===== src/rtl/rr_decoder_arbiter_if.sv =====
// Bus between rr_decoder_arbiter and its requesters / downstream 2-to-4 decoder.
// The master side drives requests and done; the slave side is the arbiter.
interface rr_decoder_arbiter_if;
    logic [3:0] req;
    logic       done;
    logic [1:0] sel;
    logic       en;
    logic [3:0] grant;
    logic       busy;
    logic       timeout;

    modport master (
        output req, done,
        input  sel, en, grant, busy, timeout
    );

    modport slave (
        input  req, done,
        output sel, en, grant, busy, timeout
    );
endinterface


===== src/rtl/rr_decoder_arbiter.sv =====
// Round-robin arbiter driving a 2-to-4 decoder select/enable for four requesters.
// Optional forced release after MAX_HOLD cycles is enabled by defining ARB_TIMEOUT_EN.
module rr_decoder_arbiter #(
    parameter int unsigned MAX_HOLD = 8,
    parameter int unsigned CNT_W    = 8
) (
    input  logic               clk,
    input  logic               rst_n,
    rr_decoder_arbiter_if.slave bus
);

    if (MAX_HOLD < 1 || MAX_HOLD > 255 || (2 ** CNT_W) <= MAX_HOLD) begin : g_bad_cfg
        $error("rr_decoder_arbiter: illegal MAX_HOLD/CNT_W combination");
    end

    typedef enum logic [1:0] {IDLE, BUSY, GAP} state_t;

    state_t     state, state_nx;
    logic [1:0] sel_q, sel_nx;
    logic [1:0] last_q, last_nx;
    logic       en_q, en_nx;
    logic [3:0] grant_q, grant_nx;
    logic       busy_q, busy_nx;
    logic       timeout_q, timeout_nx;
    logic       found;
    logic [1:0] winner;
    logic       release_hold;
`ifdef ARB_TIMEOUT_EN
    logic [CNT_W-1:0] cnt_q, cnt_nx;
    logic             hold_expired;
`endif

    // Scan last+1, last+2, last+3, last; first set request wins.
    always_comb begin
        found  = 1'b0;
        winner = last_q;
        for (int unsigned i = 1; i <= 4; i++) begin
            if (!found && bus.req[2'(last_q + 2'(i))]) begin
                found  = 1'b1;
                winner = 2'(last_q + 2'(i));
            end
        end
    end

    always_comb begin
        state_nx     = state;
        sel_nx       = sel_q;
        last_nx      = last_q;
        en_nx        = en_q;
        grant_nx     = grant_q;
        timeout_nx   = 1'b0;
        release_hold = bus.done || !bus.req[sel_q];
`ifdef ARB_TIMEOUT_EN
        cnt_nx       = cnt_q;
        hold_expired = (cnt_q == CNT_W'(MAX_HOLD - 1));
`endif
        case (state)
            IDLE: begin
                en_nx    = 1'b0;
                grant_nx = '0;
                if (found) begin
                    sel_nx   = winner;
                    last_nx  = winner;
                    en_nx    = 1'b1;
                    grant_nx = 4'b0001 << winner;
                    state_nx = BUSY;
`ifdef ARB_TIMEOUT_EN
                    cnt_nx   = '0;
`endif
                end
            end
            BUSY: begin
`ifdef ARB_TIMEOUT_EN
                if (cnt_q != CNT_W'(MAX_HOLD))
                    cnt_nx = cnt_q + CNT_W'(1);
                if (release_hold || hold_expired) begin
                    en_nx      = 1'b0;
                    grant_nx   = '0;
                    state_nx   = GAP;
                    // A normal release in the same cycle wins over the timeout.
                    timeout_nx = hold_expired && !release_hold;
                end
`else
                if (release_hold) begin
                    en_nx    = 1'b0;
                    grant_nx = '0;
                    state_nx = GAP;
                end
`endif
            end
            GAP: begin
                en_nx    = 1'b0;
                grant_nx = '0;
                state_nx = IDLE;
            end
            default: begin
                en_nx    = 1'b0;
                grant_nx = '0;
                state_nx = IDLE;
            end
        endcase
        busy_nx = (state_nx != IDLE);
    end

    always_ff @(posedge clk or negedge rst_n) begin
        if (!rst_n) begin
            state     <= IDLE;
            sel_q     <= '0;
            last_q    <= '1;
            en_q      <= 1'b0;
            grant_q   <= '0;
            busy_q    <= 1'b0;
            timeout_q <= 1'b0;
`ifdef ARB_TIMEOUT_EN
            cnt_q     <= '0;
`endif
        end else begin
            state     <= state_nx;
            sel_q     <= sel_nx;
            last_q    <= last_nx;
            en_q      <= en_nx;
            grant_q   <= grant_nx;
            busy_q    <= busy_nx;
            timeout_q <= timeout_nx;
`ifdef ARB_TIMEOUT_EN
            cnt_q     <= cnt_nx;
`endif
        end
    end

    assign bus.sel     = sel_q;
    assign bus.en      = en_q;
    assign bus.grant   = grant_q;
    assign bus.busy    = busy_q;
    assign bus.timeout = timeout_q;

endmodule


===== src/flat_wrapper.sv =====
// flat-port wrapper written by rule: the top's interface ports become plain ports
module rr_decoder_arbiter_flat 
#(
    parameter int unsigned MAX_HOLD = 8,
    parameter int unsigned CNT_W    = 8
)
  (clk, rst_n, bus_req, bus_done, bus_sel, bus_en, bus_grant, bus_busy, bus_timeout);
  rr_decoder_arbiter_if bus_i ();
  input  logic clk;
  input  logic rst_n;
  input wire logic [$bits(bus_i.req)-1:0] bus_req;
  input wire logic [$bits(bus_i.done)-1:0] bus_done;
  output wire logic [$bits(bus_i.sel)-1:0] bus_sel;
  output wire logic [$bits(bus_i.en)-1:0] bus_en;
  output wire logic [$bits(bus_i.grant)-1:0] bus_grant;
  output wire logic [$bits(bus_i.busy)-1:0] bus_busy;
  output wire logic [$bits(bus_i.timeout)-1:0] bus_timeout;
  assign bus_i.req = bus_req;
  assign bus_i.done = bus_done;
  assign bus_sel = bus_i.sel;
  assign bus_en = bus_i.en;
  assign bus_grant = bus_i.grant;
  assign bus_busy = bus_i.busy;
  assign bus_timeout = bus_i.timeout;
  rr_decoder_arbiter #(.MAX_HOLD(MAX_HOLD), .CNT_W(CNT_W)) u_core (.clk(clk), .rst_n(rst_n), .bus(bus_i));
endmodule

===== config.mk =====
export PLATFORM = sky130hd
export DESIGN_NAME = rr_decoder_arbiter_flat
export DESIGN_NICKNAME = d
export VERILOG_FILES = /design/src/rtl/rr_decoder_arbiter_if.sv /design/src/rtl/rr_decoder_arbiter.sv /design/src/flat_wrapper.sv
export SDC_FILE = /design/constraint.sdc
export NUM_CORES = 1
export LEC_CHECK = 0
export BUFFER_PORTS_ARGS = -buffer_cell sky130_fd_sc_hd__buf_2
export CAP_MARGIN = 25
export CORE_UTILIZATION = 45
export DETAILED_ROUTE_END_ITERATION = 7
export PLACE_DENSITY_LB_ADDON = 0.12
export SYNTH_ARGS = -nofsm -noshare
export SYNTH_HDL_FRONTEND = slang
export SYNTH_SLANG_ARGS = --single-unit

===== constraint.sdc =====
create_clock -name clk -period 1.7 [get_ports clk]
set_input_delay 0.17 -clock clk [delete_from_list [all_inputs] [get_ports clk]]
set_output_delay 0.17 -clock clk [all_outputs]
set_load 0.03 [all_outputs]

==> results.py, run 1 <==
metrics = {
    "run_status": {
        "status": "finished, final reports clean",
    },
    "global_route": {
        "grt_max_degree": 13,
        "grt_pass1_wl_um": 1920,
        "track_usage_pct": 19.6,
        "grt_pass1_vias": 426,
        "grt_antenna_before_repair": 0,
        "overflow": 0,
    },
    "cells_and_area": {
        "layout_commonest_cell": "buf_2",
        "stdcell_count": 86,
        "fin_util_pct": 62.2,
        "final_cell_area_um2": 728,
        "antennaDiodeCount": 0,
        "area_growth_pct": 22.0,
        "drive_gt1_share_pct": 40.3,
        "nets": 80,
        "layout_common_cells": "buf_2, dfrtp_1, a21oi_1, nand2_1",
    },
    "timing": {
        "rsz0062_at_grt": "no",
        "fin_skew_ps": 13.9,
        "period_share_pct": 92.9,
        "final-hold-violation-count": 0,
        "setup_violations": 0,
        "worstMarginPinSlew_ps": 570,
        "setup_tns_ps": 0,
        "finalMaxSlewViolations": 0,
        "clock.fmax_mhz": 633,
        "layout_min_cycle_time_ps": 1580,
        "slew_headroom_pct": 61.7,
    },
    "synthesis": {
        "synth_cell_type_count": 26,
        "yosysSeqAreaShare_pct": 50.7,
        "synth_cells": 52,
        "ys_seq_elements": 12,
        "ys_warn_count": 0,
        "netlist_area_um2": 597,
        "syn_area_per_cell_um2": 11.5,
        "synth_nets": 59,
    },
    "worst_hold_path": {
        "min-delay-start": "bus_done",
        "min_path_type": "input pin to flop",
        "hold_depth": 3,
        "min_to": "u_core.state[1]",
    },
    "clock_tree": {
        "cts_tree": "done",
        "ctsHtreeMaxLevel": 1,
        "clkTransAtPathRegs_ps": 80,
        "cts_setup_buffers": 0,
        "cts.path.max_buffers": 2,
        "cts_root_buffer": "clkbuf_4",
        "cts_resized": 0,
        "cts_buffers": 3,
        "cts.sinks": 12,
        "clock_latency_ps": 270,
    },
    "floorplan": {
        "start_util_pct": 51.0,
        "dieArea_um2": 1480,
        "core_um2": 1170,
        "die_w_um": 38.4,
        "pin_count": 16,
        "rows": 12,
        "die_h_um": 38.4,
    },
    "detailed_routing": {
        "dr.pass1.iters": 4,
        "routedWlPerCell_um": 13.3,
        "ant_nets": 0,
        "vias_per_cell": 5.40,
        "drt_iter0_markers": 10,
        "drcViolationCount": 0,
        "vias": 464,
        "wirelength_um": 1140,
    },
    "placement": {
        "hpwl_um": 863,
        "port_buffers": 14,
        "place_area_um2": 692,
        "place.gp.congestion": 0.746,
        "post-place-cells": 81,
    },
    "critical_path": {
        "r2r_start": "u_core.bus.sel[0]",
        "cp.arrival_ps": 1730,
        "rrSetupSlack_ps": 120,
        "r2r_cells": 4,
        "crit_required_ps": 1850,
        "critPathCaptureType": "flop",
        "cp-start-kind": "flop",
        "cp_max_fo": 6,
        "crit_type": "flop to flop",
        "rr_endpoint": "u_core.bus.grant[0]",
    },
    "pwr": {
        "powerDensity_nw_per_um2": 2020,
        "p_total_mw": 1.47,
        "cellLeakagePower_nw": 0.356,
        "ir_worst_vdd_uv": 1020,
    },
    "run": {
        "drv_cap": 0,
    },
}
## state kept, by name, summed over array words and instances, names as in the netlist
name	cells
u_core.bus.busy	1
u_core.bus.en	1
u_core.bus.grant	4
u_core.bus.sel	2
u_core.last_q	2
u_core.state	2
## per-layer routing
layer	part of all wire, %	vias to the layer above	wire, µm	global-route usage [%]
li1	-	229	-	-
met1	52	222	591	27.0
met2	43	13	487	28.8
met3	5.6	0	64	4.07
met4	0	0	0	10.3
met5	0	-	0	0
## stage by stage
step	hold WS [ps]	setup WS, ps
4_1_cts	203	121
3_3_place_gp	59.3	200
3_5_place_dp	58.0	149
2_1_floorplan	-126	12.4
5_1_grt	194	83.3
6_report	197	121
## power breakdown
group	internal, mW	total, mW	switching, mW
combinational	0.307	0.747	0.439
sequential	0.438	0.543	0.106
clock	0.0907	0.184	0.0935
total	0.836	1.47	0.639
## critical path: stages (launching register included)
cell and delay (ps):
dfrtp_1 390, mux4_2 510, nor2b_4 140, nor3b_4 170, a22o_1 250
## final cells by class
cell class	count	area (µm²)
multi-input cells	37	279
inverters	2	7.51
flip-flops and latches	12	303
repair buffers	17	95.1
well taps	14	17.5
clock buffers	4	26.3
fillers	103	443
## timing repair
action,in CTS,in global routing
setup endpoints to repair,0,0
hold buffers,1,0
endpoints found under the hold margin,10,0
## worst max-delay path by stage
| stage | from | to | slack (ps) |
|---|---|---|---|
| floorplan | u_core.bus.sel[0] | u_core.bus.grant[0] | 10 |
| global placement | u_core.bus.sel[0] | u_core.bus.grant[2] | 200 |
| detailed placement | u_core.bus.sel[0] | u_core.bus.grant[0] | 150 |
| CTS | u_core.bus.sel[0] | u_core.bus.grant[0] | 120 |
| global route | u_core.bus.sel[0] | u_core.bus.grant[0] | 80 |
| finish | u_core.bus.sel[0] | u_core.bus.grant[0] | 120 |
## logic make-up (layout without fill, tap and decap cells)
logic type      count (synthesis)  in the layout  synth area share (%)
simple gates                   20             20                  22.9
compound gates                 15             15                  19.5
flops                          12             12                  50.7
buf+inv                         3             23                  2.52
other cells                     1              1                 0.628
mux                             1              1                  3.77
## Yosys cell counts (all sizes together)
library cell / count / share of area, %
a21o: 1 / 1.3
nand2: 4 / 2.5
or2b: 2 / 2.5
or3: 2 / 3.8
nor3b: 1 / 3.1
o2bb2ai: 2 / 4.0
mux4: 1 / 3.8
nor4: 1 / 1.0
or2: 2 / 2.1
o211a: 1 / 1.7
inv: 2 / 1.3
buf: 1 / 1.3
dfrtp: 10 / 42
dfstp: 2 / 8.8
a21oi: 5 / 4.2
a22o: 2 / 2.9
nand2b: 1 / 1.0
o21a: 1 / 1.3
nor2b: 1 / 2.3
a221oi: 1 / 2.5
o21ai: 2 / 1.7
nor2: 3 / 1.9
nor3: 3 / 2.5
conb: 1 / 0.63
(Power assumes the default switching activity.)
==> run 2: changes to the inputs <==
==> constraint.sdc (replaced) <==
create_clock -name clk -period 1.7 [get_ports clk]
set_input_delay 0 -clock clk [delete_from_list [all_inputs] [get_ports clk]]
set_output_delay 0 -clock clk [all_outputs]
set_load 0.03 [all_outputs]
==> run 2 against run 1 <==
Sequential power rose by 2%. Worst setup slack improved by 24 ps. Critical path depth did not move. First-iteration DRC count fell by 30%. Core utilization rose by 0.64 points. Register-to-register slack improved by 20 ps. Clock skew fell by 9.1 ps. Clock power rose by 23%. Combinational power fell by 2%. Global-route usage fell by 0.17 points. Die area did not move.
==> results.py, run 2 (same netlist as run 1, synthesis figures left out) <==
metrics = {
    "critical_path": {
        "crit_type": "flop to flop",
        "critPathCaptureType": "flop",
        "r2r_start": "u_core.bus.sel[0]",
        "slowest_stage": "mux4_2",
        "cp.arrival_ps": 1720,
        "crit_required_ps": 1870,
        "rrSetupSlack_ps": 150,
        "cp-start-kind": "flop",
        "cp_max_fo": 6,
        "crit_chain": "mux4_2 -> nor2b_4 -> nor3b_4 -> a22o_1",
        "r2r_cells": 4,
        "rr_endpoint": "u_core.bus.grant[0]",
        "slowest_delay_ps": 510,
    },
    "cells_and_area": {
        "area_growth_pct": 23.3,
        "antennaDiodeCount": 0,
        "drive_gt1_share_pct": 42.3,
        "stdcell_count": 85,
        "largest_reg_flops": 4,
        "nets": 79,
        "layout_common_cells": "buf_2, dfrtp_1, a21oi_1, nand2_1",
        "n_fill_cell": 108,
        "layout_commonest_cell": "buf_2",
    },
    "clock_tree": {
        "clkTransAtPathRegs_ps": 80,
        "cts_root_buffer": "clkbuf_4",
        "cts_setup_buffers": 0,
        "cts.path.max_buffers": 2,
        "cts_buffers": 3,
        "cts_tree": "done",
        "clock_latency_ps": 270,
        "ctsHtreeMaxLevel": 1,
        "cts.sinks": 12,
    },
    "timing": {
        "finalMaxSlewViolations": 0,
        "rsz0062_at_grt": "no",
        "final-hold-violation-count": 0,
        "setup_violations": 0,
        "clock.fmax_mhz": 643,
        "worstMarginPinSlew_ps": 643,
        "setup_tns_ps": 0,
        "period_share_pct": 91.5,
        "layout_min_cycle_time_ps": 1550,
        "fin_skew_ps": 4.77,
        "slew_headroom_pct": 56.7,
    },
    "placement": {
        "post-place-cells": 80,
        "hpwl_um": 821,
        "port_buffers": 14,
        "place.gp.congestion": 0.732,
    },
    "run": {
        "drv_cap": 0,
    },
    "global_route": {
        "overflow": 0,
        "use_met3_pct": 3.49,
        "grt_pass1_wl_um": 1950,
        "grt.busiest_layer": "met2",
        "grt_max_degree": 13,
        "track_usage_pct": 19.4,
        "grt_use_met1_pct": 27.2,
        "grt_pass1_vias": 442,
        "grt_antenna_before_repair": 0,
        "met2_usage_pct": 29.7,
    },
    "detailed_routing": {
        "drt_iter0_markers": 7,
        "routedWlPerCell_um": 13.7,
        "vias_per_cell": 5.41,
        "ant_nets": 0,
        "drcViolationCount": 0,
        "wirelength_um": 1170,
        "dr.pass1.iters": 3,
        "vias": 460,
    },
    "pwr": {
        "powerDensity_nw_per_um2": 2050,
        "pwr-share-clk_pct": 15.0,
        "p_seq_share_pct": 36.6,
        "combPwrFrac_pct": 48.4,
        "cellLeakagePower_nw": 0.358,
        "ir_worst_vdd_uv": 973,
        "swShare_pct": 42.8,
        "p_sw_mw": 0.646,
        "p_int_mw": 0.862,
    },
    "worst_hold_path": {
        "min_to": "u_core.state[1]",
        "min-delay-start": "bus_done",
        "min_path_type": "input pin to flop",
        "hold_depth": 3,
    },
    "floorplan": {
        "dieArea_um2": 1480,
        "start_util_pct": 51.0,
        "die_h_um": 38.4,
        "pin_count": 16,
        "core_um2": 1170,
        "rows": 12,
        "die_w_um": 38.4,
    },
    "run_status": {
        "status": "finished, final reports clean",
    },
}
run 2: layout make-up:
type / count / area [µm²] / area share (%)
flip-flops and latches: 12 / 303 / 41.2
clock buffers: 4 / 36.3 / 4.93
multi-input cells: 37 / 284 / 38.6
inverters: 2 / 7.51 / 1.02
well taps: 14 / 17.5 / 2.38
repair buffers: 16 / 87.6 / 11.9
run 2: power by group through the flow:
stage          Combinational (mW)  Clock [mW]  Sequential [mW]
2_1_floorplan               0.366           0            0.708
3_3_place_gp                0.716           0            0.547
3_5_place_dp                0.721           0            0.551
4_1_cts                     0.731       0.230            0.545
5_1_grt                     0.800       0.240            0.571
6_report                    0.730       0.226            0.553
run 2: worst max-delay path by stage:
| stage | startpoint | slack, ps | endpoint | depth (start not counted) |
|---|---|---|---|---|
| 6_report | u_core.bus.sel[0] | 150 | u_core.bus.grant[0] | 4 |
| 5_1_grt | u_core.bus.sel[0] | 90 | u_core.bus.grant[0] | 4 |
| 4_1_cts | u_core.bus.sel[0] | 140 | u_core.bus.grant[0] | 4 |
| 3_5_place_dp | u_core.bus.sel[0] | 140 | u_core.bus.grant[2] | 4 |
| 3_3_place_gp | u_core.bus.sel[0] | 140 | u_core.bus.grant[0] | 4 |
| 2_1_floorplan | u_core.bus.sel[0] | 10 | u_core.bus.grant[0] | 4 |
run 2: critical path: cells and delay by family (launching register included):
kind | cells | cell delay [ps]
compound gates | 1 | 240
flops | 1 | 400
mux | 1 | 510
simple gates | 2 | 310
run 2: per-stage QoR:
| step | worst slack, ps | total power [mW] | hold WS, ps | cell area (µm²) | utilization, % |
|---|---|---|---|---|---|
| after floorplan | 12.4 | 1.07 | -296 | 597 | - |
| after global placement | 137 | 1.26 | -110 | 684 | 58.4 |
| after detailed placement | 143 | 1.27 | -108 | 684 | 58.4 |
| after CTS | 141 | 1.51 | 37.8 | 731 | 62.4 |
| after global routing | 89.1 | 1.61 | 50.2 | 736 | 62.8 |
| final | 145 | 1.51 | 34.6 | 736 | 62.8 |
run 2: what timing repair did:
item                                    4_1_cts  5_1_grt
hold buffers                                  1        0
endpoints found under the hold margin        12        0
resized for setup                             0        1
endpoints found under the setup margin        0        1
run 2: per-layer routing:
layer | part of all wire (%) | routed length [µm]
met1 | 45 | 530
met2 | 49 | 569
met3 | 5.7 | 66
met4 | 0 | 0
met5 | 0 | 0
==> run 3: changes to the inputs <==
- CORE_MARGIN: unset -> 8
- CORE_UTILIZATION: 45 -> 38
==> run 3 against run 2 <==
Power down 0.38%. Wire length up 9.8%. Worst setup slack worse by 7.3 ps. Global-route usage down 11 points. Non-clock buffer count unchanged. Sequential power down 2%. Register-to-register slack about the same. Count of clock-buffer cells in the layout unchanged.
==> results.py, run 3 (same netlist as run 1, synthesis figures left out) <==
metrics = {
    "critical_path": {
        "slowest_stage": "mux4_2",
        "worstSetupStartpoint": "u_core.bus.sel[0]",
        "r2r_start": "u_core.bus.sel[0]",
        "crit_required_ps": 1860,
        "r2r_cells": 4,
        "rrSetupSlack_ps": 140,
        "rr_endpoint": "u_core.bus.grant[2]",
        "cp-endpoint": "u_core.bus.grant[2]",
        "crit_chain": "mux4_2 -> nor2b_4 -> nor3b_4 -> a22o_1",
        "crit_type": "flop to flop",
        "cp.arrival_ps": 1730,
        "cp-start-kind": "flop",
        "cp_max_fo": 6,
        "slowest_delay_ps": 510,
        "critPathCaptureType": "flop",
    },
    "cells_and_area": {
        "layout_common_cells": "buf_2, dfrtp_1, a21oi_1, nand2_1",
        "nets": 79,
        "largest_reg_flops": 4,
        "multiInputGateArea_um2": 279,
        "layout_commonest_cell": "buf_2",
        "antennaDiodeCount": 0,
        "n_fill_cell": 137,
        "drive_gt1_share_pct": 40.8,
        "final_cell_area_um2": 733,
        "area_growth_pct": 22.9,
        "seq_area_um2": 303,
    },
    "timing": {
        "rsz0062_at_grt": "no",
        "worstMarginPinSlew_ps": 692,
        "final-hold-violation-count": 0,
        "period_share_pct": 91.9,
        "fin_skew_ps": 4.12,
        "finalMaxSlewViolations": 0,
        "slew_headroom_pct": 53.5,
        "clock.fmax_mhz": 640,
        "setup_tns_ps": 0,
        "setup_violations": 0,
        "layout_min_cycle_time_ps": 1560,
    },
    "floorplan": {
        "start_util_pct": 40.1,
        "pin_count": 16,
        "die_h_um": 55.6,
        "rows": 14,
        "dieArea_um2": 3090,
        "die_w_um": 55.6,
        "core_um2": 1490,
    },
    "placement": {
        "hpwl_um": 954,
        "place.gp.congestion": 0.731,
        "port_buffers": 14,
        "place_area_um2": 687,
    },
    "clock_tree": {
        "clock_latency_ps": 280,
        "cts_setup_buffers": 0,
        "cts_tree": "done",
        "cts_buffers": 3,
        "ctsHtreeMaxLevel": 1,
        "cts_root_buffer": "clkbuf_4",
        "cts.sinks": 12,
        "clkTransAtPathRegs_ps": 80,
        "cts.path.max_buffers": 2,
    },
    "run_status": {
        "status": "finished, final reports clean",
    },
    "pwr": {
        "p_int_mw": 0.859,
        "p_seq_share_pct": 36.2,
        "combPwrFrac_pct": 48.3,
        "ir_worst_vdd_uv": 796,
        "p_sw_mw": 0.644,
        "cellLeakagePower_nw": 0.357,
        "powerDensity_nw_per_um2": 2050,
        "pwr-share-clk_pct": 15.5,
        "swShare_pct": 42.8,
    },
    "run": {
        "drv_cap": 0,
    },
    "global_route": {
        "overflow": 0,
        "grt_pass1_wl_um": 2150,
        "track_usage_pct": 8.44,
        "grt_antenna_before_repair": 0,
        "grt_pass1_vias": 452,
        "grt_max_degree": 13,
    },
    "detailed_routing": {
        "wirelength_um": 1280,
        "routedWlPerCell_um": 14.7,
        "vias": 434,
        "drt_iter0_markers": 10,
        "dr.pass1.iters": 2,
        "ant_nets": 0,
        "drcViolationCount": 0,
        "vias_per_cell": 4.99,
    },
    "worst_hold_path": {
        "min_path_type": "input pin to flop",
    },
}
## run 3: changes by cell type in the layout (fill, tap and decap cells not counted)
| cell | previous run | this run |
|---|---|---|
| nor3_2 | 1 | 0 |
| nor3_1 | 2 | 3 |
## run 3: worst max-delay path, delay by kind of cell, from the launching register on
family	cells	cell delay (ps)
AOI/OAI and AO/OA	1	240
DFF	1	390
muxes	1	510
and+or+nand+nor	2	310
## run 3: metal layers
metal,track usage (%),part of all wire (%),up-vias
met5,0,0,-
met4,2.11,0,0
met3,5.48,8.2,0
met2,10.9,38,13
met1,11.1,53,198
li1,-,-,223
## run 3: how the worst min path moves through the flow
stage	start	endpoint	slack, ps	cells after the start
after global routing	bus_done	u_core.state[1]	20	3
after detailed placement	rst_n	u_core.state[0]	-100	1
after CTS	bus_done	u_core.state[1]	20	3
final	bus_done	u_core.state[1]	20	3
after global placement	rst_n	u_core.bus.en	-110	1
after floorplan	rst_n	u_core.bus.busy	-300	0
## run 3: what timing repair did
item	4_1_cts	5_1_grt
hold endpoints to repair	12	0
resized for setup	0	0
hold buffers	1	0
## run 3: metrics by stage
stage | std cells | hold slack (ps) | util (%) | power [mW] | worst slack, ps
4_1_cts | 87 | 17.1 | 49.2 | 1.52 | 129
3_5_place_dp | 82 | -103 | 46.1 | 1.28 | 151
6_report | 87 | 22.6 | 49.2 | 1.50 | 138
3_3_place_gp | 82 | -107 | 46.1 | 1.28 | 144
5_1_grt | 87 | 21.7 | 49.2 | 1.61 | 26.2
2_1_floorplan | 52 | -296 | - | 1.07 | 12.4
## run 3: cell type report
class	instances	area share, %
flip-flops and latches	12	41.3
multi-input cells	37	38.1
repair buffers	16	11.9
clock buffers	4	4.95
well taps	16	2.73
inverters	2	1.02
## run 3: power by group through the flow
stage | Sequential [mW] | Clock (mW) | Combinational, mW
floorplan | 0.708 | 0 | 0.366
global placement | 0.548 | 0 | 0.732
detailed placement | 0.549 | 0 | 0.734
CTS | 0.545 | 0.240 | 0.739
global route | 0.563 | 0.251 | 0.794
finish | 0.544 | 0.232 | 0.726
